[src/rtl/key_pkg.sv]
// ---------------------------------------------------------------------------
// key_pkg
// Shared types for the key-request consumer: key width, key type and the
// acceptance state machine encoding.
// ---------------------------------------------------------------------------
package key_pkg;

  localparam int KEY_W = 4;

  typedef logic [KEY_W-1:0] key_t;

  typedef enum logic {
    RUN  = 1'b0,
    HALT = 1'b1
  } key_state_t;

endpackage

[src/rtl/key_fifo.sv]
// ---------------------------------------------------------------------------
// key_fifo
// Small synchronous FIFO holding accepted keys until the downstream consumer
// takes them. The head is read straight from storage, so a key written at one
// edge is visible only after that edge (no empty bypass).
//
// Ports:
//   i_clk        clock, all updates on posedge
//   i_rst        synchronous active-high reset, empties the FIFO
//   i_push       write i_push_data (ignored when full)
//   i_push_data  data to write
//   i_pop        remove the head entry (ignored when empty)
//   o_head       current head entry, meaningful only when not empty
//   o_count      current occupancy, 0..DEPTH
//   o_full       occupancy equals DEPTH
//   o_empty      occupancy equals zero
// ---------------------------------------------------------------------------
module key_fifo
  import key_pkg::*;
#(
  parameter int DEPTH = 4,
  parameter int W     = KEY_W
) (
  input  logic                     i_clk,
  input  logic                     i_rst,
  input  logic                     i_push,
  input  logic [W-1:0]             i_push_data,
  input  logic                     i_pop,
  output logic [W-1:0]             o_head,
  output logic [$clog2(DEPTH):0]   o_count,
  output logic                     o_full,
  output logic                     o_empty
);

  localparam int AW = $clog2(DEPTH);
  localparam int CW = AW + 1;

  logic [W-1:0]  r_mem [DEPTH];
  logic [AW-1:0] r_wptr;
  logic [AW-1:0] r_rptr;
  logic [CW-1:0] r_count;

  logic w_do_push;
  logic w_do_pop;

  assign o_full    = (r_count == CW'(DEPTH));
  assign o_empty   = (r_count == '0);
  assign o_count   = r_count;
  assign o_head    = r_mem[r_rptr];

  // A full FIFO refuses a push even if a pop happens in the same cycle.
  assign w_do_push = i_push && !o_full;
  assign w_do_pop  = i_pop && !o_empty;

  // Storage array; no reset needed because the head is only meaningful while
  // the occupancy count says so.
  always_ff @(posedge i_clk) begin
    if (!i_rst && w_do_push) begin
      r_mem[r_wptr] <= i_push_data;
    end
  end

  // Pointers and occupancy. DEPTH is a power of two, so the pointers wrap by
  // natural overflow.
  always_ff @(posedge i_clk) begin
    if (i_rst) begin
      r_wptr  <= '0;
      r_rptr  <= '0;
      r_count <= '0;
    end else begin
      if (w_do_push) begin
        r_wptr <= r_wptr + 1'b1;
      end
      if (w_do_pop) begin
        r_rptr <= r_rptr + 1'b1;
      end
      case ({w_do_push, w_do_pop})
        2'b10:   r_count <= r_count + 1'b1;
        2'b01:   r_count <= r_count - 1'b1;
        default: r_count <= r_count;
      endcase
    end
  end

endmodule

[src/rtl/key_sink.sv]
// ---------------------------------------------------------------------------
// key_sink
// Consumer for the key-request stage. Accepts keys over req/ack, checks they
// form an incrementing sequence modulo 2^KEY_W, buffers them in a FIFO and
// drains them over a valid/ready port. A sequence error sets a sticky flag
// and stops acceptance until clr_err, which stalls the upstream counter.
//
// Ports:
//   i_clk        clock, all updates on posedge
//   i_rst        synchronous active-high reset
//   i_req        upstream offers i_req_key
//   i_req_key    offered key
//   o_ack        key accepted this cycle
//   i_clr_err    clear the error; in HALT also resynchronise to i_req_key
//   o_out_valid  FIFO head is valid
//   o_out_key    FIFO head key
//   i_out_ready  consumer takes the head this cycle
//   o_mismatch   sticky sequence-error flag
//   o_count      FIFO occupancy
// ---------------------------------------------------------------------------
module key_sink
  import key_pkg::*;
#(
  parameter int DEPTH = 4,
  parameter int KEY_W = key_pkg::KEY_W
) (
  input  logic                    i_clk,
  input  logic                    i_rst,
  input  logic                    i_req,
  input  logic [KEY_W-1:0]        i_req_key,
  output logic                    o_ack,
  input  logic                    i_clr_err,
  output logic                    o_out_valid,
  output logic [KEY_W-1:0]        o_out_key,
  input  logic                    i_out_ready,
  output logic                    o_mismatch,
  output logic [$clog2(DEPTH):0]  o_count
);

  key_state_t       r_state;
  logic [KEY_W-1:0] r_expected;
  logic             r_mismatch;

  logic             w_full;
  logic             w_empty;
  logic             w_pop;

  // Acceptance looks only at req and registered state, never at out_ready,
  // so a full FIFO blocks even when it is being popped this cycle.
  assign o_ack       = i_req && (r_state == RUN) && !w_full && !i_rst;
  assign o_out_valid = !w_empty;
  assign w_pop       = o_out_valid && i_out_ready;
  assign o_mismatch  = r_mismatch;

  key_fifo #(
    .DEPTH (DEPTH),
    .W     (KEY_W)
  ) u_fifo (
    .i_clk       (i_clk),
    .i_rst       (i_rst),
    .i_push      (o_ack),
    .i_push_data (i_req_key),
    .i_pop       (w_pop),
    .o_head      (o_out_key),
    .o_count     (o_count),
    .o_full      (w_full),
    .o_empty     (w_empty)
  );

  // Sequence checker. A mismatching key is still pushed so the upstream
  // counter and the FIFO contents stay consistent; only the expected value
  // is frozen. In RUN a mismatch in the same cycle as clr_err wins, so the
  // error is never lost.
  always_ff @(posedge i_clk) begin
    if (i_rst) begin
      r_state    <= RUN;
      r_expected <= '0;
      r_mismatch <= 1'b0;
    end else begin
      case (r_state)
        RUN: begin
          if (i_clr_err) begin
            r_mismatch <= 1'b0;
          end
          if (o_ack) begin
            if (i_req_key == r_expected) begin
              r_expected <= r_expected + 1'b1;
            end else begin
              r_mismatch <= 1'b1;
              r_state    <= HALT;
            end
          end
        end
        HALT: begin
          // Resynchronise to whatever upstream is currently offering.
          if (i_clr_err) begin
            r_mismatch <= 1'b0;
            r_expected <= i_req_key;
            r_state    <= RUN;
          end
        end
        default: r_state <= RUN;
      endcase
    end
  end

endmodule

[config.mk]
export PLATFORM = sky130hd
export DESIGN_NAME = key_sink
export DESIGN_NICKNAME = d
export VERILOG_FILES = /design/src/rtl/key_pkg.sv /design/src/rtl/key_fifo.sv /design/src/rtl/key_sink.sv
export SDC_FILE = /design/constraint.sdc
export NUM_CORES = 1
export LEC_CHECK = 0
export BUFFER_PORTS_ARGS = -buffer_cell sky130_fd_sc_hd__buf_2
export CORE_ASPECT_RATIO = 1.5
export CORE_MARGIN = 3
export CORE_UTILIZATION = 47
export CTS_CLUSTER_SIZE = 24
export DETAILED_ROUTE_END_ITERATION = 8
export PLACE_DENSITY_LB_ADDON = 0.2
export REMOVE_ABC_BUFFERS = 1
export SYNTH_ARGS = -nofsm -noshare
export SYNTH_HDL_FRONTEND = slang
export SYNTH_SLANG_ARGS = --single-unit
[constraint.sdc]
create_clock -name i_clk -period 2.57 [get_ports i_clk]
set_input_delay 0.514 -clock i_clk [delete_from_list [all_inputs] [get_ports i_clk]]
set_output_delay 0.514 -clock i_clk [all_outputs]
set_load 0.03 [all_outputs]
==> flow_metrics.env, run 1 <==
export IMPL_outcome="complete, no violations"
export IMPL_cts_root_buf="clkbuf_8"
export IMPL_grt_max_degree=18
export IMPL_cp_required_ns=2.78
export IMPL_period_share_pct=90.1
export IMPL_multi_input_area_um2=598
export IMPL_grt_pass1_vias=900
export IMPL_fp_dieW_um=51.0
export IMPL_drive_gt1_share_pct=23.7
export IMPL_fp_dieArea_mm2=0.00374
export IMPL_critPathKind="reg2reg"
export IMPL_finalSetupTns_ns=0
export IMPL_final_area_mm2=0.00163
export IMPL_max_freq_ghz=0.432
export IMPL_dpl_cell_area_mm2=0.00155
export IMPL_hold_buffers=0
export IMPL_p_clk_share_pct=25.0
export IMPL_p_comb_share_pct=29.0
export IMPL_yosysSeqAreaShare_pct=54.8
export IMPL_finalPower_w=0.00138
export IMPL_dp_hpwl_mm=1.80
export IMPL_setup_violations=0
export IMPL_nets=154
export IMPL_clock_sinks=31
export IMPL_core_area_mm2=0.00279
export IMPL_postCtsSetupBuffers=0
export IMPL_numCtsBuffers=5
export IMPL_finalHoldViolations=0
export IMPL_leakagePower_nw=0.582
export IMPL_p_switching_w=0.000466
export IMPL_ys_types=37
export IMPL_start_util_pct=51.1
export IMPL_num_rows=23
export IMPL_ctsResizeCount=0
export IMPL_avgSynthCellArea_um2=12.4
export IMPL_rsz0062_at_grt="no"
export IMPL_finalCriticalPeriod_ns=2.31
export IMPL_yosys_area_top_type="edfxtp_1"
export IMPL_gp_congestion=0.865
export IMPL_hold_path_depth=2
export IMPL_drt_pass1_iterations=4
export IMPL_fill_cells=249
export IMPL_crit_path_start_kind="register"
export IMPL_worst_slew_pin_slew_ns=0.496
export IMPL_hold_path_class="reg2reg"
export IMPL_regArea_um2=781
export IMPL_cp_arrival_ns=2.52
export IMPL_vias_per_cell=5.18
export IMPL_p_int_w=0.000912
export IMPL_port_buffers=18
export IMPL_final_common_cell="buf_2"
export IMPL_synth_seq_cells=31
export IMPL_slew_violations=0
export IMPL_maxSlewHeadroom_pct=66.9
export IMPL_hp_start="o_mismatch"
export IMPL_antenna_found_initial=0
export IMPL_die_h_um=73.4
export IMPL_clk_latency_ns=0.28
export IMPL_p_per_area_mw_per_mm2=846
export IMPL_min_to="o_mismatch"
export IMPL_crit_fanout=8
export IMPL_htreeDepth=2
export IMPL_maxCapViolations=0
export IMPL_r2r_slack_ns=0.26
export IMPL_seqPwrFrac_pct=46.0
export IMPL_rr_endpoint="u_fifo.o_count[2]"
export IMPL_wire_per_inst_um=13.6
export IMPL_grt_ovfl_total=0
export IMPL_grt_pass1_wl_mm=4.05
export IMPL_fin_skew_ns=0.00538
export IMPL_synth_top_area_share_pct=33.7
export IMPL_reg2reg_depth=8
export IMPL_irDropWorstVdd_v=0.000557
export IMPL_tritoncts="built"
export IMPL_first_iter_violations=44
export IMPL_syn_inst=115
export IMPL_route_vias_total=912
export IMPL_power_switching_share_pct=33.8
export IMPL_synth_warnings=0
export IMPL_drtAntennaViolNets=0
export IMPL_routed_wl_mm=2.39
export IMPL_endpoint_kind="register"
export IMPL_final_cell_mix="18 x buf_2, 16 x edfxtp_1, 15 x dfxtp_1"
export IMPL_cts_buffer_depth=2
export IMPL_drc=0
export IMPL_clk_pin_slew_ns=0.06
export IMPL_synth_area_leaders="edfxtp_1 34%, dfxtp_1 21%, mux4_2 6.3%"
export IMPL_regToRegStartpoint="u_fifo.o_count[2]"
export IMPL_grt_use_total_pct=15.4
export IMPL_antenna_cells=0
export IMPL_io_pins=19
export IMPL_syn_area_mm2=0.00143
export IMPL_area_growth_syn_to_layout_pct=14.3
## routing by layer
metal / vias up / wire (um) / global-route usage (%)
li1: 457 / - / -
met1: 423 / 915 / 14.6
met2: 25 / 1260 / 26.7
met3: 7 / 125 / 4.87
met4: 0 / 81 / 12.6
met5: - / 0 / 0
## Yosys cell counts
cell type / instances
or3_1: 1
nor2b_1: 2
nor2_4: 1
nand2_1: 6
nand3b_1: 1
mux4_2: 4
ha_1: 6
mux2i_1: 1
o311ai_0: 2
inv_2: 2
nor2_1: 11
o311ai_4: 1
xnor2_1: 6
and2_1: 4
mux2_1: 1
a21oi_1: 5
fa_1: 1
or4_1: 1
o21ai_0: 1
buf_6: 1
o21a_1: 1
inv_1: 5
dfxtp_1: 15
nand3_1: 2
xor2_1: 3
nand4_1: 2
nand2b_1: 2
edfxtp_1: 16
a31oi_1: 2
o31a_1: 1
o211ai_1: 1
a22oi_1: 1
a21o_1: 1
clkbuf_1: 1
or2_2: 1
buf_2: 1
o22ai_1: 2
## sequential cells by signal, indices dropped and copies added, names as in the netlist, named ones only
register	count
u_fifo.r_rptr	2
u_fifo.r_mem	16
o_mismatch	1
u_fifo.r_wptr	2
r_expected	4
r_state	1
u_fifo.o_count	3
## power by group through the flow
stage	clock [W]	combinational [W]	sequential, W
2_1_floorplan	0	0.000271	0.000665
3_3_place_gp	0	0.000394	0.000643
3_5_place_dp	0	0.000400	0.000646
4_1_cts	0.000358	0.000404	0.000636
5_1_grt	0.000379	0.000441	0.000642
6_report	0.000345	0.000399	0.000634
## metrics by stage
step | util [%] | cells | hold slack (ns) | worst slack (ns)
after floorplan | - | 112 | 0.463 | 0.258
after global placement | 55.5 | 168 | 0.456 | 0.406
after detailed placement | 55.5 | 168 | 0.468 | 0.242
after CTS | 58.4 | 176 | 0.480 | 0.245
after global routing | 58.4 | 176 | 0.503 | 0.107
final | 58.4 | 176 | 0.476 | 0.255
## how the worst max path moves through the flow
| stage | start | to | cells after the start |
|---|---|---|---|
| floorplan | u_fifo.o_count[2] | u_fifo.o_count[2] | 8 |
| global placement | u_fifo.o_count[2] | u_fifo.o_count[2] | 8 |
| detailed placement | u_fifo.o_count[2] | u_fifo.o_count[2] | 8 |
| CTS | u_fifo.o_count[2] | u_fifo.o_count[2] | 8 |
| global route | u_fifo.o_count[2] | u_fifo.o_count[2] | 8 |
| finish | u_fifo.o_count[2] | u_fifo.o_count[2] | 8 |
## kinds of logic (layout without fill, tap and decap cells)
family / Yosys count / after routing / synth area share (%)
buffers and inverters: 10 / 34 / 3.25
flip-flops: 31 / 31 / 54.8
XOR/XNOR: 9 / 9 / 5.53
AND/OR/NAND/NOR: 34 / 34 / 12.3
AO/OA/AOI/OAI: 18 / 18 / 9.66
adder cells (fa/ha/maj): 7 / 7 / 6.67
multiplexers: 6 / 6 / 7.81
## final cells by class
class                      count  share of cell area [%]
tap                           37                    2.84
clock buffer                   6                    4.45
multi-input combinational     74                    36.7
clock inverter                 2                   0.461
sequential                    31                    47.9
inverter                       7                    1.61
timing repair buffer          19                    5.99
## worst max-delay path: stages (launching register included)
cell and delay [ns]:
dfxtp_1 0.40, inv_2 0.08, o311ai_4 0.43, ha_1 0.26, inv_1 0.06, fa_1 0.39
xor2_1 0.16, or3_1 0.32, a21oi_1 0.14
(Power assumes the default switching activity.)
==> inputs of run 2 (changes only) <==
--- a/config.mk
+++ b/config.mk
@@ -9,6 +9,7 @@
 export CORE_ASPECT_RATIO = 1.5
 export CORE_MARGIN = 3
 export CORE_UTILIZATION = 47
+export CTS_BUF_LIST = sky130_fd_sc_hd__clkbuf_4 sky130_fd_sc_hd__clkbuf_8 sky130_fd_sc_hd__clkbuf_16
 export CTS_CLUSTER_SIZE = 24
 export DETAILED_ROUTE_END_ITERATION = 8
 export PLACE_DENSITY_LB_ADDON = 0.2
==> constraint.sdc (replaced) <==
create_clock -name i_clk -period 2.69 [get_ports i_clk]
set_input_delay 0.538 -clock i_clk [delete_from_list [all_inputs] [get_ports i_clk]]
set_output_delay 0.538 -clock i_clk [all_outputs]
set_load 0.03 [all_outputs]
==> run 2 against run 1 <==
  * Clock skew shrank 0.0029 ns
  * Combinational power shrank 4%
  * Highest routed layer unchanged
  * Register-to-register slack gained 0.12 ns
  * Sequential cell count is the same
  * Count of clock-buffer cells in the layout is the same
  * Fmax grew 0.15%
  * Core utilization grew 0.18 points
  * Global-route usage grew 0.83 points
  * Sequential share of layout area shrank 0.15 points
  * Via count grew 1.3%
  * Largest power group unchanged
  * Largest cell class unchanged
  * First-iteration DRC count shrank 61%
==> flow_metrics.env, run 2 (synthesis gave the netlist of run 1 again) <==
export IMPL_regToRegStartpoint="u_fifo.o_count[2]"
export IMPL_outcome="complete, no violations"
export IMPL_multi_input_area_um2=598
export IMPL_routed_wl_mm=2.55
export IMPL_worst_slew_pin_slew_ns=0.478
export IMPL_grt_pass1_vias=939
export IMPL_clk_pin_slew_ns=0.06
export IMPL_core_area_mm2=0.00279
export IMPL_maxSlewHeadroom_pct=68.1
export IMPL_tritoncts="built"
export IMPL_max_freq_ghz=0.433
export IMPL_min_to="o_mismatch"
export IMPL_crit_path_start_kind="register"
export IMPL_setup_violations=0
export IMPL_rr_endpoint="u_fifo.o_count[2]"
export IMPL_regArea_um2=781
export IMPL_setup_ws_ns=0.379
export IMPL_postCtsSetupBuffers=0
export IMPL_drtAntennaViolNets=0
export IMPL_start_util_pct=51.1
export IMPL_hold_path_class="reg2reg"
export IMPL_vias_per_cell=5.25
export IMPL_crit_chain="inv_2, o311ai_4, ha_1, inv_1, fa_1, xor2_1, or3_1, a21oi_1"
export IMPL_nets=154
export IMPL_cp_required_ns=2.91
export IMPL_irDropWorstVdd_v=0.000615
export IMPL_cp_arrival_ns=2.53
export IMPL_gp_congestion=0.849
export IMPL_hold_buffers=0
export IMPL_port_buffers=18
export IMPL_clock_sinks=31
export IMPL_finalHoldViolations=0
export IMPL_cts_root_buf="clkbuf_8"
export IMPL_grt_pass1_wl_mm=4.29
export IMPL_numCtsBuffers=5
export IMPL_period_share_pct=85.9
export IMPL_cts_buffer_depth=2
export IMPL_fill_cells=262
export IMPL_leakagePower_nw=0.587
export IMPL_antenna_found_initial=0
export IMPL_place_ws_ns=0.397
export IMPL_largest_register_ffs=16
export IMPL_htreeDepth=2
export IMPL_critPathKind="reg2reg"
export IMPL_fp_dieW_um=51.0
export IMPL_num_rows=23
export IMPL_slowest_stage="o311ai_4"
export IMPL_ctsResizeCount=0
export IMPL_cpPeakStageDelay_ns=0.43
export IMPL_p_per_area_mw_per_mm2=822
export IMPL_grt_ovfl_total=0
export IMPL_drive_gt1_share_pct=25.2
export IMPL_fin_skew_ns=0.00245
export IMPL_die_h_um=73.4
export IMPL_grt_use_total_pct=16.3
export IMPL_regMostFlops="u_fifo.r_mem"
export IMPL_final_common_cell="buf_2"
export IMPL_slew_violations=0
export IMPL_wire_per_inst_um=14.5
export IMPL_first_iter_violations=17
export IMPL_hold_path_depth=2
export IMPL_drt_pass1_iterations=4
export IMPL_drc=0
export IMPL_reg2reg_depth=8
export IMPL_endpoint_kind="register"
export IMPL_dp_hpwl_mm=1.90
export IMPL_crit_fanout=8
export IMPL_r2r_slack_ns=0.38
export IMPL_fp_dieArea_mm2=0.00374
export IMPL_io_pins=19
export IMPL_final_cell_mix="18 x buf_2, 16 x edfxtp_1, 15 x dfxtp_1"
export IMPL_finalSetupTns_ns=0
export IMPL_hp_start="o_mismatch"
export IMPL_finalCriticalPeriod_ns=2.31
export IMPL_maxCapViolations=0
export IMPL_clk_latency_ns=0.28
export IMPL_area_growth_syn_to_layout_pct=14.7
export IMPL_rsz0062_at_grt="no"
export IMPL_route_vias_total=924
export IMPL_antenna_cells=0
export IMPL_grt_max_degree=18
run 2: cell counts in the layout (fill, tap and decap cells not counted):
Identical to the previous run, type by type.
run 2: power by group:
group	total, W	internal (W)	switching [W]	leakage, nW
logic	0.000385	0.000151	0.000234	0.274
clock network	0.000351	0.000187	0.000163	0.0460
registers	0.000607	0.000545	0.0000623	0.267
run 2: worst max-delay path by stage:
stage	cells after the start	to	startpoint	slack [ns]
floorplan	8	u_fifo.o_count[2]	u_fifo.o_count[2]	0.38
global placement	8	u_fifo.o_count[2]	u_fifo.o_count[2]	0.52
detailed placement	8	u_fifo.o_count[2]	u_fifo.o_count[2]	0.40
CTS	8	u_fifo.o_count[2]	u_fifo.o_count[2]	0.38
global route	8	u_fifo.o_count[2]	u_fifo.o_count[2]	0.24
finish	8	u_fifo.o_count[2]	u_fifo.o_count[2]	0.38
run 2: cell type report:
type	instances	share of cell area, %
Sequential cell	31	47.8
Multi-Input combinational cell	74	36.6
Timing Repair Buffer	19	5.97
Clock buffer	6	4.67
Tap cell	37	2.83
Inverter	7	1.61
Clock inverter	2	0.536
run 2: routing by layer:
layer | GRT usage (%) | vias up | share of wire (%)
met3 | 5.27 | 6 | 5.4
met1 | 15.4 | 432 | 38
li1 | - | 461 | -
met4 | 10.8 | 0 | 2.8
met5 | 0 | - | 0
met2 | 29.1 | 25 | 54
run 2: worst max-delay path: cells and delay by family, from the launching register on:
kind	cells	cell delay [ns]
simple gates	1	0.33
flops	1	0.40
fa+ha+maj	2	0.65
xor+xnor	1	0.17
compound gates	2	0.57
buf+inv	2	0.13
run 2: per-stage QoR:
stage / util [%] / total power [W] / std cells / hold WS [ns] / area, um^2
final: 58.5 / 0.00134 / 176 / 0.482 / 1630
after global routing: 58.5 / 0.00142 / 176 / 0.519 / 1630
after CTS: 58.5 / 0.00137 / 176 / 0.493 / 1630
after detailed placement: 55.5 / 0.00101 / 168 / 0.478 / 1550
after global placement: 55.5 / 0.000994 / 168 / 0.459 / 1550
after floorplan: - / 0.000894 / 112 / 0.463 / 1410
